===== src/rtl/torreta_pkg.sv =====
// Shared definitions for the turret step generator: FSM states, direction
// codes, acceleration threshold and the button-pair direction decoder.
package torreta_pkg;

  typedef enum logic [1:0] {
    OCIOSO  = 2'd0,
    ATRASO  = 2'd1,
    REPETE  = 2'd2,
    TRAVADO = 2'd3
  } estado_t;

  typedef enum logic [1:0] {
    NENHUM = 2'd0,
    SOMA   = 2'd1,
    SUB    = 2'd2,
    AMBOS  = 2'd3
  } direcao_t;

  // Repeat pulses needed before the repeat period is halved.
  localparam int LIMIAR_ACEL = 8;

  function automatic direcao_t decodifica(input logic esq, input logic dir);
    direcao_t d;
    case ({esq, dir})
      2'b01:   d = SOMA;
      2'b10:   d = SUB;
      2'b11:   d = AMBOS;
      default: d = NENHUM;
    endcase
    return d;
  endfunction

endpackage


===== src/rtl/debounce_botao.sv =====
// Two-flop synchroniser followed by a stability-count debouncer for one raw
// push-button; the clean level only moves after N_DEB agreeing samples.
module debounce_botao #(
  parameter int N_DEB = 50000
) (
  input  logic clock,
  input  logic zera_s,
  input  logic botao,
  output logic nivel
);

  localparam int W_DEB = (N_DEB > 1) ? $clog2(N_DEB) : 1;

  logic             sinc1_r;
  logic             sinc2_r;
  logic             nivel_r;
  logic [W_DEB-1:0] cont_r;

  // Synchroniser chain, disagreement counter and debounced level.
  always_ff @(posedge clock) begin
    if (zera_s) begin
      sinc1_r <= 1'b0;
      sinc2_r <= 1'b0;
      nivel_r <= 1'b0;
      cont_r  <= '0;
    end else begin
      sinc1_r <= botao;
      sinc2_r <= sinc1_r;
      if (sinc2_r == nivel_r) begin
        cont_r <= '0;
      end else if (cont_r == W_DEB'(N_DEB - 1)) begin
        nivel_r <= ~nivel_r;
        cont_r  <= '0;
      end else begin
        cont_r <= cont_r + 1'b1;
      end
    end
  end

  assign nivel = nivel_r;

endmodule


===== src/rtl/gerador_passo_torreta.sv =====
// Turret step generator: debounced left/right buttons become single-cycle
// soma/sub pulses with tap/auto-repeat. Optional TORRETA_ACELERACAO_EN halves
// the repeat period after a run of repeat pulses.
module gerador_passo_torreta
  import torreta_pkg::*;
#(
  parameter int N_DEB    = 50000,
  parameter int N_ATRASO = 25000000,
  parameter int N_REPETE = 5000000
) (
  input  logic clock,
  input  logic zera_s,
  input  logic habilita,
  input  logic botao_esq,
  input  logic botao_dir,
  output logic soma,
  output logic sub,
  output logic ativo
);

  localparam int N_MAX   = (N_ATRASO > N_REPETE) ? N_ATRASO : N_REPETE;
  localparam int W_TEMPO = (N_MAX > 1) ? $clog2(N_MAX) : 1;

  logic               esq_db_s;
  logic               dir_db_s;
  direcao_t           dir_cmd_s;
  estado_t            estado_r;
  estado_t            estado_prox_s;
  direcao_t           dir_trav_r;
  direcao_t           dir_trav_prox_s;
  logic [W_TEMPO-1:0] tempo_r;
  logic [W_TEMPO-1:0] tempo_prox_s;
  logic [W_TEMPO-1:0] limite_repete_s;
  logic               pulso_s;
  logic               soma_r;
  logic               sub_r;
  logic               ativo_r;

  debounce_botao #(.N_DEB(N_DEB)) u_deb_esq (
    .clock  (clock),
    .zera_s (zera_s),
    .botao  (botao_esq),
    .nivel  (esq_db_s)
  );

  debounce_botao #(.N_DEB(N_DEB)) u_deb_dir (
    .clock  (clock),
    .zera_s (zera_s),
    .botao  (botao_dir),
    .nivel  (dir_db_s)
  );

  assign dir_cmd_s = decodifica(esq_db_s, dir_db_s);

`ifdef TORRETA_ACELERACAO_EN
  logic [3:0] rep_r;
  logic [3:0] rep_prox_s;

  // Repeat-pulse counter: saturates at the threshold, clears when the hold ends.
  always_comb begin
    rep_prox_s = rep_r;
    if ((estado_prox_s == OCIOSO) || (estado_prox_s == TRAVADO)) begin
      rep_prox_s = 4'd0;
    end else if ((estado_r == REPETE) && pulso_s && (rep_r < 4'(LIMIAR_ACEL))) begin
      rep_prox_s = rep_r + 4'd1;
    end else begin
      rep_prox_s = rep_r;
    end
  end

  // Repeat counter register.
  always_ff @(posedge clock) begin
    if (zera_s) begin
      rep_r <= 4'd0;
    end else begin
      rep_r <= rep_prox_s;
    end
  end

  assign limite_repete_s = (rep_r >= 4'(LIMIAR_ACEL)) ? W_TEMPO'((N_REPETE / 2) - 1)
                                                       : W_TEMPO'(N_REPETE - 1);
`else
  assign limite_repete_s = W_TEMPO'(N_REPETE - 1);
`endif

  // Next-state, timer and pulse decision; habilita low always forces OCIOSO.
  always_comb begin
    estado_prox_s   = estado_r;
    dir_trav_prox_s = dir_trav_r;
    tempo_prox_s    = '0;
    pulso_s         = 1'b0;
    if (!habilita) begin
      estado_prox_s = OCIOSO;
    end else begin
      case (estado_r)
        OCIOSO: begin
          if ((dir_cmd_s == SOMA) || (dir_cmd_s == SUB)) begin
            dir_trav_prox_s = dir_cmd_s;
            pulso_s         = 1'b1;
            estado_prox_s   = ATRASO;
          end else if (dir_cmd_s == AMBOS) begin
            estado_prox_s = TRAVADO;
          end else begin
            estado_prox_s = OCIOSO;
          end
        end
        ATRASO: begin
          if (dir_cmd_s != dir_trav_r) begin
            estado_prox_s = (dir_cmd_s == AMBOS) ? TRAVADO : OCIOSO;
          end else if (tempo_r == W_TEMPO'(N_ATRASO - 1)) begin
            pulso_s       = 1'b1;
            estado_prox_s = REPETE;
          end else begin
            tempo_prox_s = tempo_r + 1'b1;
          end
        end
        REPETE: begin
          if (dir_cmd_s != dir_trav_r) begin
            estado_prox_s = (dir_cmd_s == AMBOS) ? TRAVADO : OCIOSO;
          end else if (tempo_r == limite_repete_s) begin
            pulso_s = 1'b1;
          end else begin
            tempo_prox_s = tempo_r + 1'b1;
          end
        end
        TRAVADO: begin
          if (dir_cmd_s == NENHUM) begin
            estado_prox_s = OCIOSO;
          end else begin
            estado_prox_s = TRAVADO;
          end
        end
        default: begin
          estado_prox_s = OCIOSO;
        end
      endcase
    end
  end

  // State, timer and registered outputs.
  always_ff @(posedge clock) begin
    if (zera_s) begin
      estado_r   <= OCIOSO;
      dir_trav_r <= NENHUM;
      tempo_r    <= '0;
      soma_r     <= 1'b0;
      sub_r      <= 1'b0;
      ativo_r    <= 1'b0;
    end else begin
      estado_r   <= estado_prox_s;
      dir_trav_r <= dir_trav_prox_s;
      tempo_r    <= tempo_prox_s;
      soma_r     <= pulso_s && (dir_trav_prox_s == SOMA);
      sub_r      <= pulso_s && (dir_trav_prox_s == SUB);
      ativo_r    <= (estado_prox_s == ATRASO) || (estado_prox_s == REPETE);
    end
  end

  assign soma  = soma_r;
  assign sub   = sub_r;
  assign ativo = ativo_r;

endmodule


===== config.mk =====
export PLATFORM = sky130hd
export DESIGN_NAME = gerador_passo_torreta
export DESIGN_NICKNAME = d
export VERILOG_FILES = /design/src/rtl/torreta_pkg.sv /design/src/rtl/debounce_botao.sv /design/src/rtl/gerador_passo_torreta.sv
export SDC_FILE = /design/constraint.sdc
export NUM_CORES = 1
export LEC_CHECK = 0
export CORE_MARGIN = 2
export CORE_UTILIZATION = 30
export DETAILED_ROUTE_END_ITERATION = 10
export GPL_TIMING_DRIVEN = 0
export PLACE_DENSITY = 0.45
export SLEW_MARGIN = 5
export SYNTH_ARGS = -nofsm -noshare
export SYNTH_HDL_FRONTEND = slang
export SYNTH_HIERARCHICAL = 1
export SYNTH_SLANG_ARGS = --single-unit

===== constraint.sdc =====
create_clock -name clock -period 5.64 [get_ports clock]
set_clock_uncertainty 0.1 [all_clocks]
set_input_delay 0.846 -clock clock [delete_from_list [all_inputs] [get_ports clock]]
set_output_delay 0.846 -clock clock [all_outputs]
set_load 0.01 [all_outputs]

==> metrics.txt, run 1 <==
root buffer cell=clkbuf_16; synthesized cell area=3430 um2; largest family of logic cells by synthesized area=simple AND/OR/NAND/NOR gates; clk_lat worst skew=330 ps; worst r2r path cells=7; leakage power=1.33 nW; CTS buffer count=9; Worst-Margin Slew=532 ps; placed cells=522; Util after Layout=0.355; Synth Warn #=6; critical path required time=5770 ps; hold_buf cts=0; via total after detailed routing=2471; routed wire length=6350 um; FF-to-FF setup slack=3180 ps; largest net degree at the start of global routing=14; simple-gate area share of the yosys netlist=0.328; HP Class=flop to flop; core area=11300 um2; count leader, synth=nor2_1; post-synth net total=391; final worst slack=3180 ps; final cell count without fillers=537; row count=39; Top Family by Delay on Critical Path=compound AO/OA/AOI/OAI gates; setup violators final=0; Layout Area Growth over Synthesis=16.7%; final hold vios=0; #FFs+latches synth=70; critical path fanouts, max=7; Setup CP Type=flop to flop; Tmin final=2460 ps; RD Place Congestion=0.743; gr usage total=0.116; worst hold slack=338 ps; antenna violations before repair=0; share of layout cells above drive strength 1=0.114; area of the multi-input gates=1940 um2; number of global-route vias before repair=2379; post-synthesis compound-gate area fraction=0.0456; Post-DRT Antenna Nets=0; GR Overflow Total=0; sequential share of the synthesized area=0.408; syn_area_per_cell=9.22 um2; crit path cell chain=inv_1, ha_1, a221o_1, or2_0, a221o_1, a21o_1, and3_1; top cell type by total area after synthesis=dfxtp_1; EDFF count, synth=0; TritonCTS clock tree=yes; Synth Flop Type=dfxtp_1; Buffers & Inverters on Critical Path=1; Filler Cells Inserted=1164; PortBufs=7; Synth top area share=0.408; Critical Path Start Type=flop; Ports=8; r2r startpoint=u_deb_esq/nivel; Initial Utilization=0.304; Synth Area in Adders=0.0511; Worst setup EP type=flop; 1st-pass router iterations=4; DP Worst Slack=2890 ps; XOR/XNOR Fraction of Synth Area=0.135; dpl hpwl=4510 um; Routed wire per std cell=11.8 um; DR iter-0 viols=95; Horiz. Die Dim=111 um; Synth area leaders=dfxtp_1, xnor2_1, nor2_1; Tcrit/Tclk final=0.437; fin. max-slew vios=0; die height=111 um; Diodes inserted=0; deepest clock path buffer count=2; fin nets=409; DIE AREA=12300 um2; setup repair bufs after CTS=0; Hold Path Origin=u_deb_esq/sinc1_r; CTS clock-pin slew for the worst setup and hold paths=50 ps; vias per inst=4.60; post-synth cell types=49; synth cell count leaders=nor2_1, dfxtp_1, xnor2_1; global-route wire length before repair=11300 um; pwr dens=280 nW/um2; drt drc=0; post-synthesis mux area share=0.00584; R2R Path End=ativo; final setup TNS=0 ps; Mapped Cells=372; slowest CP cell=dfxtp_1; highest clock rate=0.406 GHz; Worst slew margin=0.644; run status=finished, final reports clean; cell mode on critical path=a221o_1; Max VDD drop=0.223 mV; Crit path largest cell delay=470 ps; Sinks on Clock Net=70; Post-synth ARST share=0; Worst Hold Endpoint=u_deb_esq/sinc2_r; FF+latch area=1400 um2; post-cts repair resize count=0; CP arrival=2590 ps; Max Cap Viol=0; H-tree depth=3; Min-Delay Path Depth=1; unrepaired setup endpoints after global routing=false
==> power by group <==
group          leakage [nW]  switching (mW)  total (mW)  internal [mW]
registers             0.565         0.00101       0.497          0.496
logic                 0.605         0.00552      0.0104        0.00484
clock network         0.161           0.205       0.612          0.407
total                  1.33           0.212        1.12          0.908
==> per-layer routing <==
| metal | GRT usage | vias to the layer above | share of wire | routed length (um) |
|---|---|---|---|---|
| li1 | - | 1304 | - | - |
| met1 | 0.149 | 1141 | 0.52 | 3300 |
| met2 | 0.170 | 17 | 0.43 | 2730 |
| met3 | 0.0525 | 9 | 0.034 | 214 |
| met4 | 0.0450 | 0 | 0.017 | 108 |
| met5 | 0 | - | 0 | 0 |
==> cells in the final DEF, fill, tap and decap left out, types with 6 or more instances in the layout <==
cell type / Yosys / final
nor2_1: 76 / 76
ha_1: 14 / 14
clkbuf_16: 0 / 9
inv_1: 14 / 14
nor2b_1: 7 / 7
nand4_1: 7 / 7
nor4bb_1: 7 / 7
dfxtp_1: 70 / 70
xor2_1: 19 / 19
nor3_1: 12 / 12
nand3_1: 26 / 26
and3_1: 6 / 6
clkdlybuf4s50_1: 0 / 7
nand2_1: 16 / 16
xnor2_1: 34 / 34
==> state kept, by name (all words and copies together) (netlist names) <==
register,count
u_deb_esq/sinc2_r,1
u_deb_esq/sinc1_r,1
tempo_r,25
u_deb_dir/sinc1_r,1
ativo,1
u_deb_esq/cont_r,16
dir_trav_r,2
u_deb_dir/cont_r,16
u_deb_dir/nivel,1
u_deb_esq/nivel,1
u_deb_dir/sinc2_r,1
estado_r,2
soma,1
sub,1
==> through the flow <==
step	area, um2	power, mW
final	4000	1.12
after global routing	4000	1.17
after CTS	4000	1.14
after detailed placement	3680	0.519
after global placement	3680	0.519
after floorplan	3430	0.513
==> worst max path at each step <==
stage / start / end / slack, ps / depth (start not counted)
after detailed placement: zera_s / tempo_r[19] / 2890 / 5
after global routing: tempo_r[0] / tempo_r[19] / 2950 / 8
after floorplan: u_deb_dir/nivel / ativo / 3410 / 8
after global placement: zera_s / tempo_r[17] / 2920 / 5
final: u_deb_esq/nivel / ativo / 3180 / 7
after CTS: tempo_r[0] / tempo_r[19] / 3150 / 8
==> kinds of logic after synthesis <==
| group | after synthesis |
|---|---|
| AO/OA/AOI/OAI | 19 |
| adder cells (fa/ha/maj) | 14 |
| multiplexers | 2 |
| AND/OR/NAND/NOR | 195 |
| XOR/XNOR | 53 |
| flip-flops | 70 |
| buffers and inverters | 19 |
==> layout make-up <==
cell class,count,share of cell area
buffer,4,0.00813
tap,143,0.0447
multi-input combinational,283,0.485
clock inverter,4,0.0175
timing repair buffer,7,0.0175
clock buffer,11,0.0631
sequential,70,0.350
inverter,15,0.0141
(Power assumes the default switching activity.)
==> run 2, diff against run 1 <==
==> constraint.sdc (replaced) <==
create_clock -name clock -period 2.3 [get_ports clock]
set_clock_uncertainty 0.1 [all_clocks]
set_input_delay 0.345 -clock clock [delete_from_list [all_inputs] [get_ports clock]]
set_output_delay 0.345 -clock clock [all_outputs]
set_load 0.01 [all_outputs]
==> metrics.txt, run 2 (same netlist as run 1, synthesis figures left out) <==
Routed wire per std cell=12.0 um (+1.3%); final worst slack=45.1 ps (-3130 ps); Max Cap Viol=0 (unchanged); largest net degree at the start of global routing=14 (unchanged); via total after detailed routing=2503 (+1.3%); Largest register FFs=25 (unchanged); unrepaired setup endpoints after global routing=true; crit path to=ativo; sw frac=0.189 (+0.000280); critical path required time=2430 ps (-3340 ps); share of layout cells above drive strength 1=0.160 (+0.0462); clk_lat worst skew=330 ps (about the same); DP Worst Slack=-176 ps (-3070 ps); drt drc=0 (unchanged); Worst setup EP type=flop; beginning of the critical path=u_deb_dir/nivel; TritonCTS clock tree=yes; row count=39 (unchanged); Max VDD drop=0.547 mV (+140%); vias per inst=4.62 (+0.36%); Setup CP Type=flop to flop; highest clock rate=0.443 GHz (+9.2%); run status=finished, final reports clean; global-route wire length before repair=11500 um (+1.4%); fin. max-slew vios=0 (unchanged); CTS clock-pin slew for the worst setup and hold paths=60 ps (about the same); GR Overflow Total=0 (unchanged); number of global-route vias before repair=2420 (+1.7%); Critical Path Start Type=flop; RD Place Congestion=0.743 (unchanged); Clock power frac=0.547 (about the same); dpl hpwl=4510 um (unchanged); worst r2r path cells=8 (+1); DP Area=3680 um2 (unchanged); H-tree depth=3 (unchanged); Int Pwr=2.22 mW (+140%); antenna violations before repair=0 (unchanged); most frequent cells in the layout=nor2_1, dfxtp_1, xnor2_1; Initial Utilization=0.304 (unchanged); Layout Area Growth over Synthesis=20.3%; cell area after layout=4130 um2 (+3.1%); placed cells=522 (unchanged); final setup TNS=0 ps (unchanged); Sw Pwr=0.519 mW (+150%); leakage power=1.37 nW (+2.7%); root buffer cell=clkbuf_16; HP Class=flop to flop; routed wire length=6490 um (+2.2%); CTS buffer count=9 (unchanged); Sinks on Clock Net=70 (unchanged); gr usage total=0.117 (+0.00127); core area=11300 um2 (unchanged); Worst slew margin=0.638 (-0.00682); CP arrival=2380 ps (-210 ps); die height=111 um (unchanged); r2r startpoint=u_deb_dir/nivel; sequential group share of total power=0.444 (about the same); R2R Path End=ativo; Post-DRT Antenna Nets=0 (unchanged); critical path fanouts, max=6 (-1); Largest regs=tempo_r (25), u_deb_dir/cont_r (16), u_deb_esq/cont_r (16); Tmin final=2250 ps (-208 ps); Diodes inserted=0 (unchanged); setup violators final=0 (unchanged); DR iter-0 viols=103 (+8.4%); FF-to-FF setup slack=50 ps (-3130 ps); largest register by flop count=tempo_r; most common cell after layout, fill and taps aside=nor2_1; PortBufs=7 (unchanged); Worst-Margin Slew=542 ps (+10.2 ps); 1st-pass router iterations=6 (+2); Ports=8 (unchanged); DIE AREA=12300 um2 (unchanged); Tcrit/Tclk final=0.980 (+0.544); hold_buf cts=0 (unchanged); final cell count without fillers=542 (+0.93%); pwr dens=665 nW/um2 (+140%); fin nets=414 (+1.2%); Horiz. Die Dim=111 um (unchanged); logic gate share of total power=0.009 (about the same); final hold vios=0 (unchanged); deepest clock path buffer count=2 (unchanged)
-- run 2: cell count changes in the layout (fill, tap and decap cells not counted), moves of 3 or more --
cell and change:
ha_4 +3, ha_1 -4, dfxtp_1 -4, buf_4 +5
-- run 2: power groups by stage --
stage / combinational [mW] / sequential (mW) / clock (mW)
floorplan: 0.0119 / 1.25 / 0
global route: 0.0290 / 1.22 / 1.61
CTS: 0.0266 / 1.22 / 1.56
detailed placement: 0.0263 / 1.25 / 0
finish: 0.0258 / 1.22 / 1.50
global placement: 0.0263 / 1.25 / 0
-- run 2: cell type report --
cell class                      count  area [um2]
Buffer                              4        45.0
Clock buffer                       11         253
Clock inverter                      4        70.1
Fill cell                        1160        7150
Inverter                           15        58.8
Multi-Input combinational cell    283        2000
Sequential cell                    70        1410
Tap cell                          143         179
Timing Repair Buffer               12         108
-- run 2: how the worst min path moves through the flow --
stage                     slack [ps]           endpoint               from  cells after the start
final                            340  u_deb_esq/sinc2_r  u_deb_esq/sinc1_r                      1
after global placement           320  u_deb_esq/sinc2_r  u_deb_esq/sinc1_r                      1
after detailed placement         340  u_deb_esq/sinc2_r  u_deb_esq/sinc1_r                      1
after CTS                        350  u_deb_esq/sinc2_r  u_deb_esq/sinc1_r                      1
after floorplan                  310  u_deb_dir/sinc2_r  u_deb_dir/sinc1_r                      1
after global routing             370  u_deb_dir/sinc2_r  u_deb_dir/sinc1_r                      1
-- run 2: what timing repair did --
action,CTS,global route
setup endpoints to repair,23,28
pin swaps,3,6
setup buffers,2,3
resized for setup,8,17
-- run 2: critical path, cell delays in order (launching register included) --
cell     delay, ps
dfxtp_4        390
inv_4           60
ha_4           150
nor3b_1        130
a221o_1        370
or2_0          240
a221o_1        400
a21o_1         170
and3_1         150
-- run 2: per-layer routing --
layer  up-vias  GRT usage  share of wire  wire [um]
met5         -          0              0          0
met4         0     0.0467          0.017        108
met3         9     0.0525          0.035        226
met2        20      0.171           0.44       2830
met1      1161      0.151           0.51       3330
li1       1313          -              -          -
-- run 2: through the flow --
stage / utilization / power [mW] / hold slack, ps
6_report: 0.366 / 2.74 / 338
5_1_grt: 0.366 / 2.86 / 371
4_1_cts: 0.358 / 2.80 / 350
3_5_place_dp: 0.326 / 1.27 / 337
3_3_place_gp: 0.326 / 1.27 / 324
2_1_floorplan: - / 1.26 / 314
